## config.mk

```make
export PLATFORM = sky130hd
export DESIGN_NAME = part4_misr_capture_flat
export DESIGN_NICKNAME = d
export VERILOG_FILES = /design/src/rtl/part4_capture_pkg.sv /design/src/rtl/part4_misr_capture_if.sv /design/src/rtl/part4_misr_capture_toggle.sv /design/src/rtl/part4_misr_capture.sv /design/src/flat_wrapper.sv
export SDC_FILE = /design/constraint.sdc
export NUM_CORES = 1
export LEC_CHECK = 0
export ABC_AREA = 1
export ABC_CLOCK_PERIOD_IN_PS = 4500
export CAP_MARGIN = 20
export CORE_MARGIN = 10
export CORE_UTILIZATION = 48
export CTS_CLUSTER_DIAMETER = 30
export CTS_CLUSTER_SIZE = 10
export DETAILED_ROUTE_END_ITERATION = 16
export GPL_TIMING_DRIVEN = 1
export PLACE_DENSITY = 0.86
export REMOVE_ABC_BUFFERS = 1
export SKIP_CTS_REPAIR_TIMING = 1
export SKIP_LAST_GASP = 1
export SLEW_MARGIN = 20
export SYNTH_ARGS = -nofsm -noshare
export SYNTH_HDL_FRONTEND = slang
export SYNTH_SLANG_ARGS = --single-unit
```

## constraint.sdc

```tcl
create_clock -name clk -period 4.5 [get_ports clk]
set_input_delay 0.9 -clock clk [delete_from_list [all_inputs] [get_ports clk]]
set_output_delay 0.9 -clock clk [all_outputs]
set_load 0.02 [all_outputs]
```

## src/rtl/part4_capture_pkg.sv

```systemverilog
// rtl/part4_capture_pkg.sv - shared types, constants and MISR step function for the Part4 capture stage
package part4_capture_pkg;

    typedef enum logic [1:0] {
        IDLE = 2'd0,
        RUN  = 2'd1,
        DONE = 2'd2
    } captureStateT;

    localparam logic [15:0] DEFAULT_POLY   = 16'h1021;
    localparam int          MISR_MAX_WIDTH = 64;

    // Operates on a 64-bit container so any MISR width up to 64 can share it.
    function automatic logic [63:0] misr_next(input logic [63:0] sig,
                                              input logic [63:0] din,
                                              input logic [63:0] poly,
                                              input int          width);
        logic [63:0] mask;
        logic        msb;
        mask = (width >= MISR_MAX_WIDTH) ? '1 : ((64'd1 << width) - 64'd1);
        msb  = sig[width-1];
        return ({sig[62:0], 1'b0} ^ (msb ? poly : 64'd0) ^ din) & mask;
    endfunction

endpackage

```

## src/rtl/part4_misr_capture_if.sv

```systemverilog
// rtl/part4_misr_capture_if.sv - capture control/observation bundle between Part4 side and the MISR stage
interface part4_capture_if #(
    parameter int BUS_WIDTH = 5,
    parameter int SIG_WIDTH = 16,
    parameter int CNT_WIDTH = 8
);
    logic [BUS_WIDTH-1:0]           obsBus;
    logic                           start;
    logic [CNT_WIDTH-1:0]           windowLen;
    logic [SIG_WIDTH-1:0]           seed;
    logic                           busy;
    logic                           done;
    logic                           sigValid;
    logic [SIG_WIDTH-1:0]           signature;
    logic [BUS_WIDTH*CNT_WIDTH-1:0] toggleCnt;

    modport master (
        output obsBus, start, windowLen, seed,
        input  busy, done, sigValid, signature, toggleCnt
    );

    modport slave (
        input  obsBus, start, windowLen, seed,
        output busy, done, sigValid, signature, toggleCnt
    );
endinterface

```

## src/rtl/part4_misr_capture_toggle.sv

```systemverilog
// rtl/part4_misr_capture_toggle.sv - single-bit saturating toggle counter (module toggle_counter)
module toggle_counter #(
    parameter int CNT_WIDTH = 8
) (
    input  logic                 clk,
    input  logic                 resetN,
    input  logic                 clear,
    input  logic                 enable,
    input  logic                 cur,
    input  logic                 prev,
    output logic [CNT_WIDTH-1:0] count
);
    always_ff @(posedge clk or negedge resetN) begin
        if (!resetN) begin
            count <= '0;
        end else if (clear) begin
            count <= '0;
        end else if (enable && (cur != prev) && (count != '1)) begin
            count <= count + CNT_WIDTH'(1);
        end
    end
endmodule

```

## src/rtl/part4_misr_capture.sv

```systemverilog
// rtl/part4_misr_capture.sv - windowed MISR capture of Part4 outBus; PART4_TOGGLE_CNT_EN adds per-bit toggle counters
module part4_misr_capture
    import part4_capture_pkg::*;
#(
    parameter int                   BUS_WIDTH = 5,
    parameter int                   SIG_WIDTH = 16,
    parameter int                   CNT_WIDTH = 8,
    parameter logic [SIG_WIDTH-1:0] POLY      = SIG_WIDTH'(DEFAULT_POLY)
) (
    input logic            clk,
    input logic            resetN,
    part4_capture_if.slave bus
);
    captureStateT         state, stateNext;
    logic [CNT_WIDTH-1:0] len;
    logic [CNT_WIDTH-1:0] sampleCnt;
    logic [CNT_WIDTH-1:0] lastIdx;
    logic [SIG_WIDTH-1:0] signature;
    logic [SIG_WIDTH-1:0] misrNext;
    logic                 busyQ;
    logic                 doneQ;
    logic                 sigValidQ;
    logic                 accept;

    assign accept   = (state == IDLE) && bus.start;
    assign lastIdx  = len - CNT_WIDTH'(1);
    assign misrNext = SIG_WIDTH'(misr_next(64'(signature), 64'(bus.obsBus), 64'(POLY), SIG_WIDTH));

    always_comb begin
        stateNext = state;
        case (state)
            IDLE: if (bus.start) stateNext = (bus.windowLen != '0) ? RUN : DONE;
            RUN:  if (sampleCnt == lastIdx) stateNext = DONE;
            DONE: stateNext = IDLE;
            default: stateNext = IDLE;
        endcase
    end

    // busy/done are registered copies of the state, so they trail it by one edge.
    always_ff @(posedge clk or negedge resetN) begin
        if (!resetN) begin
            state     <= IDLE;
            len       <= '0;
            sampleCnt <= '0;
            signature <= '0;
            busyQ     <= 1'b0;
            doneQ     <= 1'b0;
            sigValidQ <= 1'b0;
        end else begin
            state <= stateNext;
            busyQ <= (state != IDLE);
            doneQ <= (state == DONE);
            if (accept) begin
                len       <= bus.windowLen;
                signature <= bus.seed;
                sampleCnt <= '0;
                sigValidQ <= 1'b0;
            end else if (state == RUN) begin
                signature <= misrNext;
                sampleCnt <= sampleCnt + CNT_WIDTH'(1);
            end else if (state == DONE) begin
                sigValidQ <= 1'b1;
            end
        end
    end

    assign bus.busy      = busyQ;
    assign bus.done      = doneQ;
    assign bus.sigValid  = sigValidQ;
    assign bus.signature = signature;

`ifdef PART4_TOGGLE_CNT_EN
    logic [BUS_WIDTH-1:0] prevBus;

    always_ff @(posedge clk or negedge resetN) begin
        if (!resetN) begin
            prevBus <= '0;
        end else if (accept || (state == RUN)) begin
            prevBus <= bus.obsBus;
        end
    end

    for (genvar i = 0; i < BUS_WIDTH; i++) begin : g_toggle
        toggle_counter #(.CNT_WIDTH(CNT_WIDTH)) u_toggle (
            .clk    (clk),
            .resetN (resetN),
            .clear  (accept),
            .enable (state == RUN),
            .cur    (bus.obsBus[i]),
            .prev   (prevBus[i]),
            .count  (bus.toggleCnt[i*CNT_WIDTH +: CNT_WIDTH])
        );
    end
`else
    assign bus.toggleCnt = '0;
`endif

endmodule

```

## src/flat_wrapper.sv

```systemverilog
// flat-port wrapper written by rule: the top's interface ports become plain ports
module part4_misr_capture_flat import part4_capture_pkg::*;
#(
    parameter int                   BUS_WIDTH = 5,
    parameter int                   SIG_WIDTH = 16,
    parameter int                   CNT_WIDTH = 8,
    parameter logic [SIG_WIDTH-1:0] POLY      = SIG_WIDTH'(DEFAULT_POLY)
)
  (clk, resetN, bus_obsBus, bus_start, bus_windowLen, bus_seed, bus_busy, bus_done, bus_sigValid, bus_signature, bus_toggleCnt);
  part4_capture_if #(.BUS_WIDTH(BUS_WIDTH), .SIG_WIDTH(SIG_WIDTH), .CNT_WIDTH(CNT_WIDTH)) bus_i ();
  input logic clk;
  input logic resetN;
  input wire logic [$bits(bus_i.obsBus)-1:0] bus_obsBus;
  input wire logic [$bits(bus_i.start)-1:0] bus_start;
  input wire logic [$bits(bus_i.windowLen)-1:0] bus_windowLen;
  input wire logic [$bits(bus_i.seed)-1:0] bus_seed;
  output wire logic [$bits(bus_i.busy)-1:0] bus_busy;
  output wire logic [$bits(bus_i.done)-1:0] bus_done;
  output wire logic [$bits(bus_i.sigValid)-1:0] bus_sigValid;
  output wire logic [$bits(bus_i.signature)-1:0] bus_signature;
  output wire logic [$bits(bus_i.toggleCnt)-1:0] bus_toggleCnt;
  assign bus_i.obsBus = bus_obsBus;
  assign bus_i.start = bus_start;
  assign bus_i.windowLen = bus_windowLen;
  assign bus_i.seed = bus_seed;
  assign bus_busy = bus_i.busy;
  assign bus_done = bus_i.done;
  assign bus_sigValid = bus_i.sigValid;
  assign bus_signature = bus_i.signature;
  assign bus_toggleCnt = bus_i.toggleCnt;
  part4_misr_capture #(.BUS_WIDTH(BUS_WIDTH), .SIG_WIDTH(SIG_WIDTH), .CNT_WIDTH(CNT_WIDTH), .POLY(POLY)) u_core (.clk(clk), .resetN(resetN), .bus(bus_i));
endmodule
```

## Word level (Yosys, flattened, before mapping)

Cells that the tools add are included.

- Register bits after elaboration: 37
- Output and inout bits: 59
- Logic and storage cells: 37

- Add/subtract/negate cells: 2
- Equality and inequality tests: 6
- Muxes and demuxes: 12
- Bitwise operators: 2
- Reduce and logical (&&, ||, !) cells: 8

Operators with widths:

| kind | number |
|---|---|
| 16-bit 2-to-1 mux | 2 |
| 8-bit 2-to-1 mux | 2 |
| 16-bit bitwise XOR | 1 |
| 16-bit by 5-bit bitwise XOR with 16-bit output | 1 |
| 13-bit 2-to-1 mux | 1 |
| 8-bit by 1-bit adder with 8-bit output (second input constant) | 1 |
| 8-bit equality test | 1 |
| 8-bit nonzero test | 1 |
| 8-bit by 1-bit subtractor with 8-bit output (second input constant) | 1 |
| 2-bit 2-to-1 mux | 3 |
| 2-bit nonzero test | 3 |
| 2-bit by 1-bit != test with 1-bit output (second input constant) | 2 |
| 2-bit one-hot mux with 2 select lines | 1 |
| 2-bit AND reduction | 2 |
| 1-bit 2-to-1 mux | 3 |
| 2-bit by 1-bit equality test with 1-bit output (second input constant) | 1 |
| 2-bit equality test (second input constant) | 1 |
| 2-bit zero test | 1 |
| 2-bit != test (second input constant) | 1 |
| 1-bit logical AND | 1 |

## Logic depth before layout (Yosys ltp)

- Depth in word-level cells: 5
- Mapped depth: 11
- Gate-level depth less buffers: 11

## Worst setup path after synthesis

OpenSTA, ideal clock, no wires.

- Path type: input -> register
- Start: input port bus_start
- End: register u_core.signature[0] (netlist: u_core.bus.signature[0])
- Arrival time: 1.452 ns
- Path slack: 2.920 ns
- Cell stages on the path: 7
- Path through: nand2_4 -> inv_4 -> nor2_8 -> inv_4 -> buf_12 -> nor2_2 -> a31oi_2

- Cells in the longest elaborated chain, start to end: 2
- Elaborated cells between the ends (all ways): 3

RTL lines:

| item | RTL line | RTL |
|---|---|---|
| from (decl) | flat_wrapper.sv:14 | `input wire logic [$bits(bus_i.start)-1:0] bus_start;` |
| 1-bit logical AND * | part4_misr_capture.sv:25 | `assign accept = (state == IDLE) && bus.start;` |
| 16-bit 2-to-1 mux or 2-bit nonzero test (tied branches) | -- |  |
| to (signal assigned) | part4_misr_capture.sv:55 | `signature <= bus.seed;` |
| to (signal assigned) | part4_misr_capture.sv:59 | `signature <= misrNext;` |
| to (decl) | part4_misr_capture.sv:18 | `logic [SIG_WIDTH-1:0] signature;` |

Every way passes the cells marked *; elsewhere a longest branch is shown, timed or not.
A chain may end at the register's enable or synchronous reset.

## Final worst setup path

- Start: register u_core.signature[15] (netlist: u_core.bus.signature[15])
- End: output port bus_signature[15]

RTL lines:

| item | RTL line | RTL |
|---|---|---|
| to (decl) | flat_wrapper.sv:20 | `output wire logic [$bits(bus_i.signature)-1:0] bus_signature;` |

No word-level cell between the ends.

==> flow_summary.yaml <==
clock_tree:
  cts.sinks: 37
  cts_root_buf: "clkbuf_8"
  clkTransAtPathRegs_ns: 0.08
  cts_buffers: 5
  htree_num_levels: 2
  cts_tree: "done"
  clk_latency_ns: 0.30
  clockBufferDepth: 2
final_layout:
  drive_gt1_frac: 0.100
  area_growth_pct: 19.2
  final_cells: 407
  nets: 374
  final_cell_area_um2: 2880
  n_antenna_cell: 0
  fillerInstances: 406
logic_synthesis:
  synth.largest_area_cell: "dfrtp_1"
  synth_most_common_cell: "nand2_1"
  ys.flop_type: "dfrtp_1"
  ys_top_cells_by_count: "nand2_1 (75), buf_4 (41), dfrtp_1 (37), inv_1 (36), o21ai_0 (13)"
  syn_inst: 290
  ys_warn_count: 0
  synth_edf_count: 0
  yosysTopAreaCellShare: 0.383
  synthDistinctLibCells: 36
  avgSynthCellArea_um2: 8.33
  ys_async_sr_fraction: 1.00
  yosys_register_bits: 37
  ys_seq_area_frac: 0.383
  syn-cell-area_um2: 2410
  synth_area_leaders: "dfrtp_1 (38%), buf_4 (13%), nand2_1 (12%), inv_1 (5.6%), o221ai_2 (4.4%)"
run_status:
  run_status: "complete, no violations"
timing:
  setup_viol: 0
  rsz0062_at_grt: "false"
  period_needed_ns: 2.34
  hold_viol_final: 0
  post-route-period-util: 0.520
  final.setup_skew_ns: 0.00802
  maxSlewViolCount: 0
  setup_tns_ns: 0
  fmax_mhz: 427
global_routing:
  grt.overflow.total: 0
  grt_pass1_vias: 1916
  grtUsageTotal: 0.133
  grt_max_degree: 38
  antenna_found_initial: 0
  grt_pass1_wl_mm: 9.32
min_path:
  hold_path.class: "register to register"
  hold_depth: 1
detailed_routing:
  initialDrtViolationCount: 130
  ant_nets: 0
  first_pass_iters: 4
  drc: 0
  wl_per_cell_um: 13.7
  routed-via-count: 1880
  avgViaCountPerCell: 4.62
  drt-total-wl_mm: 5.56
setup_path:
  worstPathCellList: "clkdlybuf4s50_1"
  critical_path.slowest_cell: "clkdlybuf4s50_1"
  critPathRequiredTime_ns: 3.60
  crit_cells: 1
  crit_type: "register to output port"
  max_stage_delay_ns: 0.66
  crit_fanout: 5
  cp-start-kind: "register"
  reg2reg_depth: 11
  critPathBufInv: 1
  cp_top_family: "buffers and inverters"
  endpoint_kind: "output port"
  regToRegSetupSlack_ns: 2.77
  cp.arrival_ns: 1.44
pwr:
  max-vdd-ir-drop_mv: 0.297
  power_mw: 1.24
  p_leak_nw: 1.38
  power_density_nw_per_um2: 431
die:
  io_pins: 91
  start_util: 0.505
  die_area_um2: 8270
  die_w_um: 90.9
  die_h_um: 90.9
  fp-row-count: 25
  coreArea_um2: 4790
placement:
  portBuffers: 50
  routabilityCongestion: 0.832
  hpwlAfterDp_mm: 4.37
  place_area_um2: 2790
  dp.cells: 400
job:
  max_cap_viol_count: 0
-- metrics by stage --
stage	hold WS, ns	worst slack [ns]	utilization
floorplan	0.461	2.72	-
global placement	0.470	2.03	0.583
detailed placement	0.489	2.01	0.583
CTS	0.499	2.15	0.602
global route	0.536	2.12	0.602
finish	0.499	2.16	0.602
-- cell families after synthesis --
group,after synthesis,synth area share
compound gates,40,0.141
other cells,1,0.00155
flops,37,0.383
xor+xnor,13,0.0472
buf+inv,86,0.215
simple gates,111,0.202
fa+ha+maj,2,0.0104
-- final cells by class --
cell class                 count  area [um2]  area share
tap                           67        83.8      0.0291
inverter                      39         154      0.0535
clock buffer                   6        82.6      0.0287
multi-input combinational    206        1120       0.388
timing repair buffer          51         508       0.176
clock inverter                 1        7.51     0.00261
sequential                    37         926       0.322
-- power by group --
group	leakage [nW]	switching, mW	internal (mW)	total [mW]
logic	0.878	0.270	0.264	0.534
clock network	0.0433	0.118	0.121	0.239
registers	0.454	0.0622	0.407	0.469
-- sequential cells by signal (all words and copies together) (netlist names) --
register	cells
u_core.bus.signature	16
u_core.len	8
u_core.bus.busy	1
u_core.state	2
u_core.bus.sigValid	1
u_core.sampleCnt	8
u_core.bus.done	1
-- routing by layer --
| layer | GRT usage | vias up | share of wire |
|---|---|---|---|
| met5 | 0 | - | 0 |
| met4 | 0.0431 | 0 | 0.014 |
| met3 | 0.0453 | 6 | 0.080 |
| met2 | 0.224 | 71 | 0.50 |
| met1 | 0.156 | 860 | 0.41 |
| li1 | - | 943 | - |
-- cells in the final DEF (no fill, tap or decap), types with 3 or more instances in the layout --
| cell type | Yosys | final |
|---|---|---|
| nor2_2 | 3 | 3 |
| dfrtp_1 | 37 | 37 |
| nor2_1 | 12 | 12 |
| conb_1 | 1 | 40 |
| clkbuf_8 | 0 | 6 |
| inv_1 | 36 | 36 |
| nand2_1 | 75 | 75 |
| inv_4 | 3 | 3 |
| xor2_1 | 5 | 5 |
| o21ai_0 | 13 | 13 |
| o221ai_2 | 7 | 7 |
| o21ai_1 | 4 | 4 |
| xnor2_1 | 8 | 8 |
| nand3_1 | 12 | 12 |
| clkdlybuf4s50_1 | 0 | 50 |
| o211ai_2 | 6 | 6 |
-- worst paths after layout --
| check | startpoint | end |
|---|---|---|
| max reg2reg | u_core.len[0] | u_core.state[0] |
| max in group asynchronous | resetN | u_core.len[3] |
| max | u_core.bus.signature[15] | bus_signature[15] |
| min | u_core.state[0] | u_core.bus.done |
| min reg2reg | u_core.state[0] | u_core.bus.done |
| min in group asynchronous | resetN | u_core.bus.signature[8] |
Power figures use the tool's default switching activity.
